$ cat config.mk
export PLATFORM = sky130hd
export DESIGN_NAME = tt_um_gravador_param
export DESIGN_NICKNAME = d
export VERILOG_FILES = /design/src/rtl/gravador_pkg.sv /design/src/rtl/gravador_mem.sv /design/src/rtl/tt_um_gravador_param.sv
export SDC_FILE = /design/constraint.sdc
export NUM_CORES = 1
export LEC_CHECK = 0
export CORE_UTILIZATION = 26
export DETAILED_ROUTE_END_ITERATION = 6
export PLACE_DENSITY_LB_ADDON = 0.1
export SLEW_MARGIN = 20
export SYNTH_ARGS = -nofsm -noshare
export SYNTH_HDL_FRONTEND = slang
export SYNTH_SLANG_ARGS = --single-unit
$ cat constraint.sdc
create_clock -name clk -period 3.4 [get_ports clk]
set_clock_uncertainty 0.05 [all_clocks]
set_input_delay 0.51 -clock clk [delete_from_list [all_inputs] [get_ports clk]]
set_output_delay 0.51 -clock clk [all_outputs]
set_load 0.1 [all_outputs]
$ cat src/rtl/gravador_pkg.sv
// Shared types and uio bit positions for the gravador sample recorder.
package gravador_pkg;

  typedef enum logic [1:0] {
    ST_IDLE   = 2'd0,
    ST_RECORD = 2'd1,
    ST_PLAY   = 2'd2
  } state_e;

  // uio_in control bits
  localparam int unsigned UIO_REC_REQ  = 0;
  localparam int unsigned UIO_PLAY_REQ = 1;
  localparam int unsigned UIO_LOOP_EN  = 2;
  localparam int unsigned UIO_CH_SEL   = 3;

  // uio_out status bits
  localparam int unsigned UIO_FULL      = 4;
  localparam int unsigned UIO_EMPTY     = 5;
  localparam int unsigned UIO_RECORDING = 6;
  localparam int unsigned UIO_PLAYING   = 7;

  localparam logic [7:0] UIO_OE_MASK = 8'hF0;

  // Status payload driven on uio_out, MSB first
  typedef struct packed {
    logic       playing;
    logic       recording;
    logic       empty;
    logic       full;
    logic [3:0] rsvd;
  } status_t;

endpackage

$ cat src/rtl/gravador_mem.sv
// Sample storage: NCH x DEPTH x SAMPLE_W, one sync write port, one registered read port.
module gravador_mem
  import gravador_pkg::*;
#(
  parameter int unsigned DEPTH    = 16,
  parameter int unsigned NCH      = 2,
  parameter int unsigned SAMPLE_W = 8
) (
  input  logic                     i_clk,
  input  logic                     i_rst_n,
  input  logic                     i_wr_en,
  input  logic                     i_wr_ch,
  input  logic [$clog2(DEPTH)-1:0] i_wr_addr,
  input  logic [SAMPLE_W-1:0]      i_wr_data,
  input  logic                     i_rd_en,
  input  logic                     i_rd_ch,
  input  logic [$clog2(DEPTH)-1:0] i_rd_addr,
  output logic [SAMPLE_W-1:0]      o_rd_data
);

  logic [SAMPLE_W-1:0] r_mem [NCH][DEPTH];
  logic [SAMPLE_W-1:0] r_rd_data;

  // Array itself is never reset; contents are meaningless until rewritten
  always_ff @(posedge i_clk) begin
    if (i_wr_en) begin
      r_mem[i_wr_ch][i_wr_addr] <= i_wr_data;
    end
  end

  always_ff @(posedge i_clk or negedge i_rst_n) begin
    if (!i_rst_n) begin
      r_rd_data <= '0;
    end else if (i_rd_en) begin
      r_rd_data <= r_mem[i_rd_ch][i_rd_addr];
    end
  end

  assign o_rd_data = r_rd_data;

endmodule

$ cat src/rtl/tt_um_gravador_param.sv
// Multi-channel sample recorder/player. Define GRAVADOR_LOOP_EN to enable
// looped playback via uio_in[2]; otherwise playback always stops at the end.
module tt_um_gravador_param
  import gravador_pkg::*;
#(
  parameter int unsigned DEPTH    = 16,
  parameter int unsigned NCH      = 2,
  parameter int unsigned SAMPLE_W = 8
) (
  input  logic [7:0] ui_in,
  output logic [7:0] uo_out,
  input  logic [7:0] uio_in,
  output logic [7:0] uio_out,
  output logic [7:0] uio_oe,
  input  logic       ena,
  input  logic       clk,
  input  logic       rst_n
);

  localparam int unsigned AW = $clog2(DEPTH);
  localparam int unsigned CW = AW + 1;

  state_e        r_state, w_state_nxt;
  logic          r_ch, w_ch_nxt;
  logic [AW-1:0] r_wptr, w_wptr_nxt;
  logic [AW-1:0] r_rptr, w_rptr_nxt;
  logic [CW-1:0] r_count [NCH];
  logic [CW-1:0] w_count_nxt [NCH];
  logic          r_rec_hold, w_rec_hold_nxt;
  logic          r_play_hold, w_play_hold_nxt;
  status_t       r_status, w_status_nxt;

  logic                w_rec_req, w_play_req, w_loop, w_ch_sel;
  logic                w_rec_go, w_play_go, w_last_wr, w_last_rd;
  logic [CW-1:0]       w_cnt_cur;
  logic                w_wr_en, w_wr_ch, w_rd_en;
  logic [AW-1:0]       w_wr_addr;
  logic [SAMPLE_W-1:0] w_rd_data;
  logic                w_unused;

  assign w_rec_req  = uio_in[UIO_REC_REQ];
  assign w_play_req = uio_in[UIO_PLAY_REQ];
  assign w_ch_sel   = (NCH > 1) ? uio_in[UIO_CH_SEL] : 1'b0;
`ifdef GRAVADOR_LOOP_EN
  assign w_loop     = uio_in[UIO_LOOP_EN];
`else
  assign w_loop     = 1'b0;
`endif
  assign w_unused   = ^{uio_in, ui_in};

  // A request that self-terminated must be released before it can re-arm
  assign w_rec_go  = w_rec_req & ~r_rec_hold;
  assign w_play_go = w_play_req & ~r_play_hold & (r_count[w_ch_sel] != '0);
  assign w_cnt_cur = r_count[r_ch];
  assign w_last_wr = (w_cnt_cur == CW'(DEPTH - 1));
  assign w_last_rd = (r_rptr == AW'(w_cnt_cur - CW'(1)));

  always_ff @(posedge clk or negedge rst_n) begin
    if (!rst_n) begin
      r_state <= ST_IDLE;
    end else if (ena) begin
      r_state <= w_state_nxt;
    end
  end

  always_comb begin : p_next_state
    w_state_nxt = r_state;
    unique case (r_state)
      ST_IDLE: begin
        if (w_rec_go)       w_state_nxt = ST_RECORD;
        else if (w_play_go) w_state_nxt = ST_PLAY;
      end
      ST_RECORD: begin
        if (!w_rec_req || w_last_wr) w_state_nxt = ST_IDLE;
      end
      ST_PLAY: begin
        if (!w_play_req || (w_last_rd && !w_loop)) w_state_nxt = ST_IDLE;
      end
      default: w_state_nxt = ST_IDLE;
    endcase
  end

  always_comb begin : p_outputs
    w_wr_en         = 1'b0;
    w_wr_ch         = r_ch;
    w_wr_addr       = r_wptr;
    w_rd_en         = 1'b0;
    w_ch_nxt        = r_ch;
    w_wptr_nxt      = r_wptr;
    w_rptr_nxt      = r_rptr;
    w_count_nxt     = r_count;
    w_rec_hold_nxt  = r_rec_hold & w_rec_req;
    w_play_hold_nxt = r_play_hold & w_play_req;
    unique case (r_state)
      ST_IDLE: begin
        if (w_rec_go) begin
          // First sample lands on the entry edge
          w_wr_en               = 1'b1;
          w_wr_ch               = w_ch_sel;
          w_wr_addr             = '0;
          w_ch_nxt              = w_ch_sel;
          w_wptr_nxt            = AW'(1);
          w_count_nxt[w_ch_sel] = CW'(1);
        end else if (w_play_go) begin
          w_ch_nxt   = w_ch_sel;
          w_rptr_nxt = '0;
        end
      end
      ST_RECORD: begin
        if (w_rec_req) begin
          w_wr_en           = 1'b1;
          w_wptr_nxt        = r_wptr + AW'(1);
          w_count_nxt[r_ch] = w_cnt_cur + CW'(1);
          if (w_last_wr) w_rec_hold_nxt = 1'b1;
        end
      end
      ST_PLAY: begin
        if (w_play_req) begin
          w_rd_en = 1'b1;
          if (w_last_rd) begin
            w_rptr_nxt = '0;
            if (!w_loop) w_play_hold_nxt = 1'b1;
          end else begin
            w_rptr_nxt = r_rptr + AW'(1);
          end
        end
      end
      default: ;
    endcase
    w_status_nxt           = '0;
    w_status_nxt.full      = (w_count_nxt[w_ch_sel] == CW'(DEPTH));
    w_status_nxt.empty     = (w_count_nxt[w_ch_sel] == '0);
    w_status_nxt.recording = (w_state_nxt == ST_RECORD);
    w_status_nxt.playing   = (w_state_nxt == ST_PLAY);
  end

  always_ff @(posedge clk or negedge rst_n) begin
    if (!rst_n) begin
      r_ch        <= 1'b0;
      r_wptr      <= '0;
      r_rptr      <= '0;
      r_rec_hold  <= 1'b0;
      r_play_hold <= 1'b0;
      r_status    <= '0;
      for (int i = 0; i < NCH; i++) r_count[i] <= '0;
    end else if (ena) begin
      r_ch        <= w_ch_nxt;
      r_wptr      <= w_wptr_nxt;
      r_rptr      <= w_rptr_nxt;
      r_rec_hold  <= w_rec_hold_nxt;
      r_play_hold <= w_play_hold_nxt;
      r_status    <= w_status_nxt;
      r_count     <= w_count_nxt;
    end
  end

  gravador_mem #(
    .DEPTH   (DEPTH),
    .NCH     (NCH),
    .SAMPLE_W(SAMPLE_W)
  ) u_mem (
    .i_clk    (clk),
    .i_rst_n  (rst_n),
    .i_wr_en  (ena & w_wr_en),
    .i_wr_ch  (w_wr_ch),
    .i_wr_addr(w_wr_addr),
    .i_wr_data(ui_in[SAMPLE_W-1:0]),
    .i_rd_en  (ena & w_rd_en),
    .i_rd_ch  (r_ch),
    .i_rd_addr(r_rptr),
    .o_rd_data(w_rd_data)
  );

  assign uo_out  = 8'(w_rd_data);
  assign uio_out = r_status;
  assign uio_oe  = UIO_OE_MASK;

endmodule

After elaboration in Yosys (flattened, before gate mapping)
Memories as Yosys holds them, arrays and structs flattened.
Index checks and enable logic that the tools add are counted.

cells by class
  add/subtract/negate cells = 4
  order comparisons = 7
  equal/unequal tests = 12
  muxes and demuxes = 54
  bitwise operators = 16
  reduce and logical (&&, ||, !) cells = 16

operators with widths
  kind                                                                    count
  128-bit 2-to-1 mux                                                      1
  5-bit 2-to-1 mux                                                        11
  8-bit binary-select mux with 4-bit select                               1
  8-bit demux with 4-bit select                                           1
  4-bit 2-to-1 mux                                                        8
  8-bit 2-to-1 mux                                                        3
  10-bit 2-to-1 mux                                                       2
  10-bit case mux with 2 select lines                                     1
  4-bit case mux with 2 select lines                                      2
  1-bit 2-to-1 mux                                                        15
  10-bit bitwise mux                                                      1
  5-bit demux with 1-bit select                                           2
  5-bit greater-or-equal comparator (second input constant)               2
  2-bit inequality test (second input constant)                           5
  4-bit inverter with 5-bit output                                        2
  4-bit by 1-bit adder with 4-bit output (second input constant)          2
  8-bit bitwise AND                                                       1
  2-bit 2-to-1 mux                                                        4
  8-bit inverter                                                          1
  1-bit bitwise AND                                                       7
  2-bit case mux with 3 select lines                                      1
  2-bit nonzero test                                                      3
  5-bit by 1-bit adder with 5-bit output (second input constant)          1
  5-bit by 4-bit equality test with 1-bit output (second input constant)  1
  21 further kinds                                                        31

word-level totals
  register bits = 35
  bits in writable memories = 256
  bits of input ports = 19
  output and inout port bits = 24
  memories = 1

memory list
  memory       words  width  read ports  clocked after memory_dff  wr ports  RTL line            text
  u_mem.r_mem  2      128    1           0                         1         gravador_mem.sv:21  logic [SAMPLE_W-1:0] r_mem [NCH][DEPTH];

Depth between registers and ports, before layout
  depth after elaboration = 13
  gate-level depth with buffers = 15
  gate-level depth less buffers = 10

By module
From an unflattened synthesis, not the netlist that was laid out.

second synthesis, totals
  cells, all modules = 809
  area total of the unflattened synthesis = 12,284.3 sq um

by module, submodules not included
  module                times used  cells an instance  area each (sq um)
  gravador_mem          1           590                10,422.5
  tt_um_gravador_param  1           219                1,861.8

Worst setup path before layout
Ideal clock, no wire load.

  path kind = register to register
  start point = reg r_ch
  end point = reg r_status (netlist bit uio_out[4])
  setup time = 0.083 ns
  data arrival time = 2.625 ns
  path slack = 0.643 ns
  cell stages (with the launch flop) = 16
  period minus slack after synthesis = 2.757 ns
  path through = dfrtp_1 -> buf_6 -> buf_4 -> buf_4 -> buf_2 -> mux2i_1 -> inv_1 -> ha_1 -> clkbuf_1 -> and2_1 -> ha_1 -> nor3_1 -> a211oi_1 -> a21oi_1 -> inv_1 -> o22ai_1

on the way
  cells in the longest elaborated chain, start to end = 12
  elaborated cells on any way between the ends = 17

ends and longest elaborated chain
  what                                                                                            RTL line                                                 text
  start: declaration                                                                              tt_um_gravador_param.sv:24                               logic r_ch, w_ch_nxt;
  start signal: assignment                                                                        tt_um_gravador_param.sv:147                              r_ch <= w_ch_nxt;
  1-bit inverter with 2-bit output (not written as such) *                                        tt_um_gravador_param.sv:54, tt_um_gravador_param.sv:113
  5-bit 2-to-1 mux (not written as such) (tied with other cells)                                  tt_um_gravador_param.sv:54                               assign w_cnt_cur = r_count[r_ch];
  5-bit 2-to-1 mux (not written as such) / 1-bit logical AND (equally long branches)              tt_um_gravador_param.sv:54, tt_um_gravador_param.sv:113
  5-bit 2-to-1 mux (on tied branches)                                                             tt_um_gravador_param.sv:54, tt_um_gravador_param.sv:113
  5-bit by 1-bit adder with 5-bit output / 5-bit demux with 1-bit select (equally long branches)  tt_um_gravador_param.sv:113                              w_count_nxt[r_ch] = w_cnt_cur + CW'(1);
  10-bit bitwise mux *                                                                            tt_um_gravador_param.sv:113
  10-bit 2-to-1 mux *                                                                             tt_um_gravador_param.sv:110                              if (w_rec_req) begin
  10-bit case mux with 2 select lines *                                                           tt_um_gravador_param.sv:94                               unique case (r_state)
  5-bit 2-to-1 mux (not written as such) * (3 in series)                                          tt_um_gravador_param.sv:131                              w_status_nxt.full = (w_count_nxt[w_ch_sel] == CW'(DEPTH));
  5-bit equality test *                                                                           tt_um_gravador_param.sv:131
  end signal: assignment                                                                          tt_um_gravador_param.sv:152                              r_status <= w_status_nxt;
  end: declaration                                                                                tt_um_gravador_param.sv:31                               status_t r_status, w_status_nxt;

Every way passes the cells marked *; elsewhere a longest branch is shown, timed or not. The select of a mux whose other input is x is not followed.
A chain may end at the register's enable or synchronous reset.

Final worst setup path
Same ends and word-level chain as after synthesis.

==> reports/metrics.sh <==
LAYOUT.NETS=794
VIAS=6451
TIMING.SETUP.TNS_NS=0
OUTCOME='finished, final reports clean'
PLACED_CELL_AREA_UM2=13200
P_TOTAL_mW=10.1
CRITICAL_PATH.MAX_FANOUT=21
SYNTH.AVG_CELL_AREA_UM2=17.4
TIMING_STARTPOINT_OF_THE_CRITICAL_PATH='r_ch'
SEQUENTIALPOWERSHARE_PCT=42.7
MAXCAPVIOLCOUNT=0
DETAILED_PLACE_HPWL_UM=19400
NUMCLOCKSINKS=291
CLOCK_LATENCY_LATE_SINK_NS=0.52
SYNTH.CELL_AREA_UM2=12100
UNREPAIRED_SETUP_ENDPOINTS_AFTER_GLOBAL_ROUTING='no'
GRT_FIRST_PASS_WIRELENGTH_UM=44400
SYNTH_CELLS=693
INTPOWER_mW=7.04
TIMING.SETUP.CRITICAL_PATH_CLASS='flip-flop to flip-flop'
POWER.DENSITY_CELL_AREA_nW_PER_UM2=708
DRTPASS1ITERATIONS=6
CTS_ROOT_BUFFER='clkbuf_16'
FLOORPLAN.INITIALDENSITY_PCT=26.5
PEAKVDDDROP_uV=347
SETUP.WORST_PATH.END_CLASS='flip-flop'
FLOORPLAN.CORE_AREA_UM2=45600
GRT_REMAINING_OVERFLOW=0
FINAL_AREA_UM2=14300
HEIGHT_OF_THE_DIE_UM=217
YOSYS_WARNINGS=0
YS_TOP_CELLS_BY_AREA='edfxtp_1, mux4_2, dfrtp_1'
SHARE_CLK_OF_TOTAL_POWER_PCT=34.4
FIN_HOLD_WS_NS=0.0731
DIE_X_UM=217
CP_DATA_ARRIVAL_TIME_NS=3.08
MAX_FREQ_MHz=370
FIRST_GLOBAL_VIAS=6684
CTS_H_TREE_LVLS=2
TIMING_WORST_SLEW_PIN_VALUE_NS=0.979
NETLIST.AREA_LEADER.SHARE_PCT=63.8
POST_CTS_SIZING=0
POSTCTSSETUPREPAIRBUFS=0
DRIVE_GT1_SHARE_PCT=20.2
FIRST_ITER_VIOLATIONS=394
AREA_DELTA_SYNTH_FINAL_PCT=18.5
POST_DETAILED_ROUTE_WIRELENGTH_PER_CELL_UM=21.4
TIMING.FINAL.HOLD_VIOLATIONS=0
REMAINING_DRC_ERRORS=0
YOSYSTOPAREACELL='edfxtp_1'
SYNTH-EDFF-COUNT=256
GRTUSAGETOTAL_PCT=12.9
PLACEMENT.IO_BUFFERS=25
YS_ASYNC_RST_SHARE_PCT=12.0
YS.FLOP_TYPE='edfxtp_1'
COMB_POWER_SHARE_PCT=22.9
IO_PINS=43
PERIOD_MINUS_SLACK_NS=2.70
LARGEST_NET_DEGREE_AT_THE_START_OF_GLOBAL_ROUTING=43
STD_CELL_ROWS=78
SYNTH_CELL_TYPE_COUNT=57
DIODES=0
FINALSETUPVIOLCOUNT=0
TIMING_MAX_TRANSITION_VIOLATIONS_FINAL=0
DR_VIAS_CELL=4.63
CLOCKBUFFERDEPTH=3
POWER.STATIC_LEAKAGE_nW=4.75
N_FILL_CELL=4412
CTS.REPORTEDPATHS.CLKPINSLEW_NS=0.06
YOSYSSEQAREASHARE_PCT=71.0
TRITONCTS_CLOCK_TREE='built'
CTS_HOLD_BUFFERS=0
SLEW-LIMIT-HEADROOM_PCT=34.5
LAYOUT_WORST_PATH_CYCLE_SHARE_PCT=79.4
FINAL_ANTENNA_NET_COUNT=0
CRITPATHLAUNCHTYPE='flip-flop'
CRITPATHREQUIREDTIME_NS=3.78
PLACE_CONGESTION=0.791
REGTOREGSTARTPOINT='r_ch'
ANTENNA_FOUND_INITIAL=0
SW_FRAC_OF_TOTAL_PCT=30.3
DETAIL_ROUTE.WIRELENGTH_UM=29900
SYNTH_SEQ_CELLS=291
WORSTHOLDPATHTYPE='input pin to async pin'
P_SW_mW=3.07
DIE_AREA_UM2=47200
TRITONCTS.NUM_BUFFERS=34
## kinds of logic (layout without fill, tap and decap cells)
kind of cell             Yosys count  after routing  share of synthesized area (%)
other                              2             12                         0.0623
buffers and inverters             57            148                           2.85
AO/OA/AOI/OAI                    105            105                           5.65
flip-flops                       291            291                           71.0
multiplexers                      71             71                           13.3
AND/OR/NAND/NOR                  156            156                           6.17
adder cells (fa/ha/maj)            5              5                          0.519
XOR/XNOR                           6              6                          0.436
## area by class of cell
cell class | count | area (um2) | share of cell area (%)
timing repair buffer | 78 | 681 | 4.76
clock buffer | 42 | 922 | 6.45
sequential | 291 | 8570 | 60.0
multi-input combinational | 355 | 3190 | 22.3
inverter | 10 | 37.5 | 0.263
tap | 600 | 751 | 5.25
clock inverter | 18 | 140 | 0.981
## worst paths after layout
kind	end	slack, ns	cells after the start
max in group asynchronous	r_ch	2.56	1
min	uio_out[4]	0.07	1
max reg2reg	uio_out[4]	0.70	10
min reg2reg	uio_out[6]	0.45	1
min in group clk	uio_out[6]	0.45	1
max	uio_out[4]	0.70	10
## placed cells by master (no fill, tap or decap), types with 24 or more instances in the layout
master,n
clkdlybuf4s50_1,24
nor2_1,53
nand2_1,39
buf_4,50
dfrtp_1,33
mux4_2,44
o21ai_0,24
o22ai_1,30
edfxtp_1,256
clkbuf_16,35
## state kept, by name, summed over array words and instances, names as in the netlist
signal and flops:
r_ch 1, r_count 10, r_play_hold 1, r_rec_hold 1
r_rptr 4, r_state 2, r_wptr 4, u_mem.o_rd_data 8
u_mem.r_mem 256, uio_out 4
## power groups by stage
stage | clock (mW) | combinational [mW] | sequential, mW
after global placement | 0 | 2.35 | 4.39
after global routing | 3.71 | 2.47 | 4.36
after floorplan | 0 | 1.49 | 4.61
after detailed placement | 0 | 2.34 | 4.40
final | 3.48 | 2.31 | 4.32
after CTS | 3.58 | 2.35 | 4.33
## per-layer routing
metal / vias up / GRT usage [%] / part of all wire (%)
li1: 2914 / - / -
met1: 3358 / 17.8 / 47
met2: 133 / 20.2 / 47
met3: 46 / 2.67 / 4.4
met4: 0 / 4.18 / 2.5
met5: - / 0 / 0
## synthesized netlist by cell type, drive strengths merged (8+ instances only)
| cell type | instances |
|---|---|
| mux4 | 64 |
| nor2 | 53 |
| o22ai | 30 |
| a21oi | 12 |
| buf | 33 |
| nand3 | 15 |
| clkbuf | 14 |
| edfxtp | 256 |
| dfrtp | 35 |
| inv | 10 |
| a31oi | 8 |
| or4 | 8 |
| o21ai | 25 |
| nand2 | 39 |
## metrics by stage
step | utilization, % | worst slack [ns] | cells
global route | 31.3 | 0.505 | 1394
floorplan | - | 0.643 | 703
finish | 31.3 | 0.700 | 1394
global placement | 29.0 | 0.329 | 1334
CTS | 31.3 | 0.661 | 1394
detailed placement | 29.0 | 0.297 | 1334
## critical path, cell delays in order (launching register included)
cell	delay, ns
dfrtp_4	0.68
mux2i_4	0.35
inv_1	0.07
ha_1	0.31
and2_1	0.20
ha_1	0.33
nor3_1	0.18
a211oi_1	0.08
a21oi_1	0.18
inv_1	0.06
o22ai_1	0.12
Power figures use the tool's default switching activity.
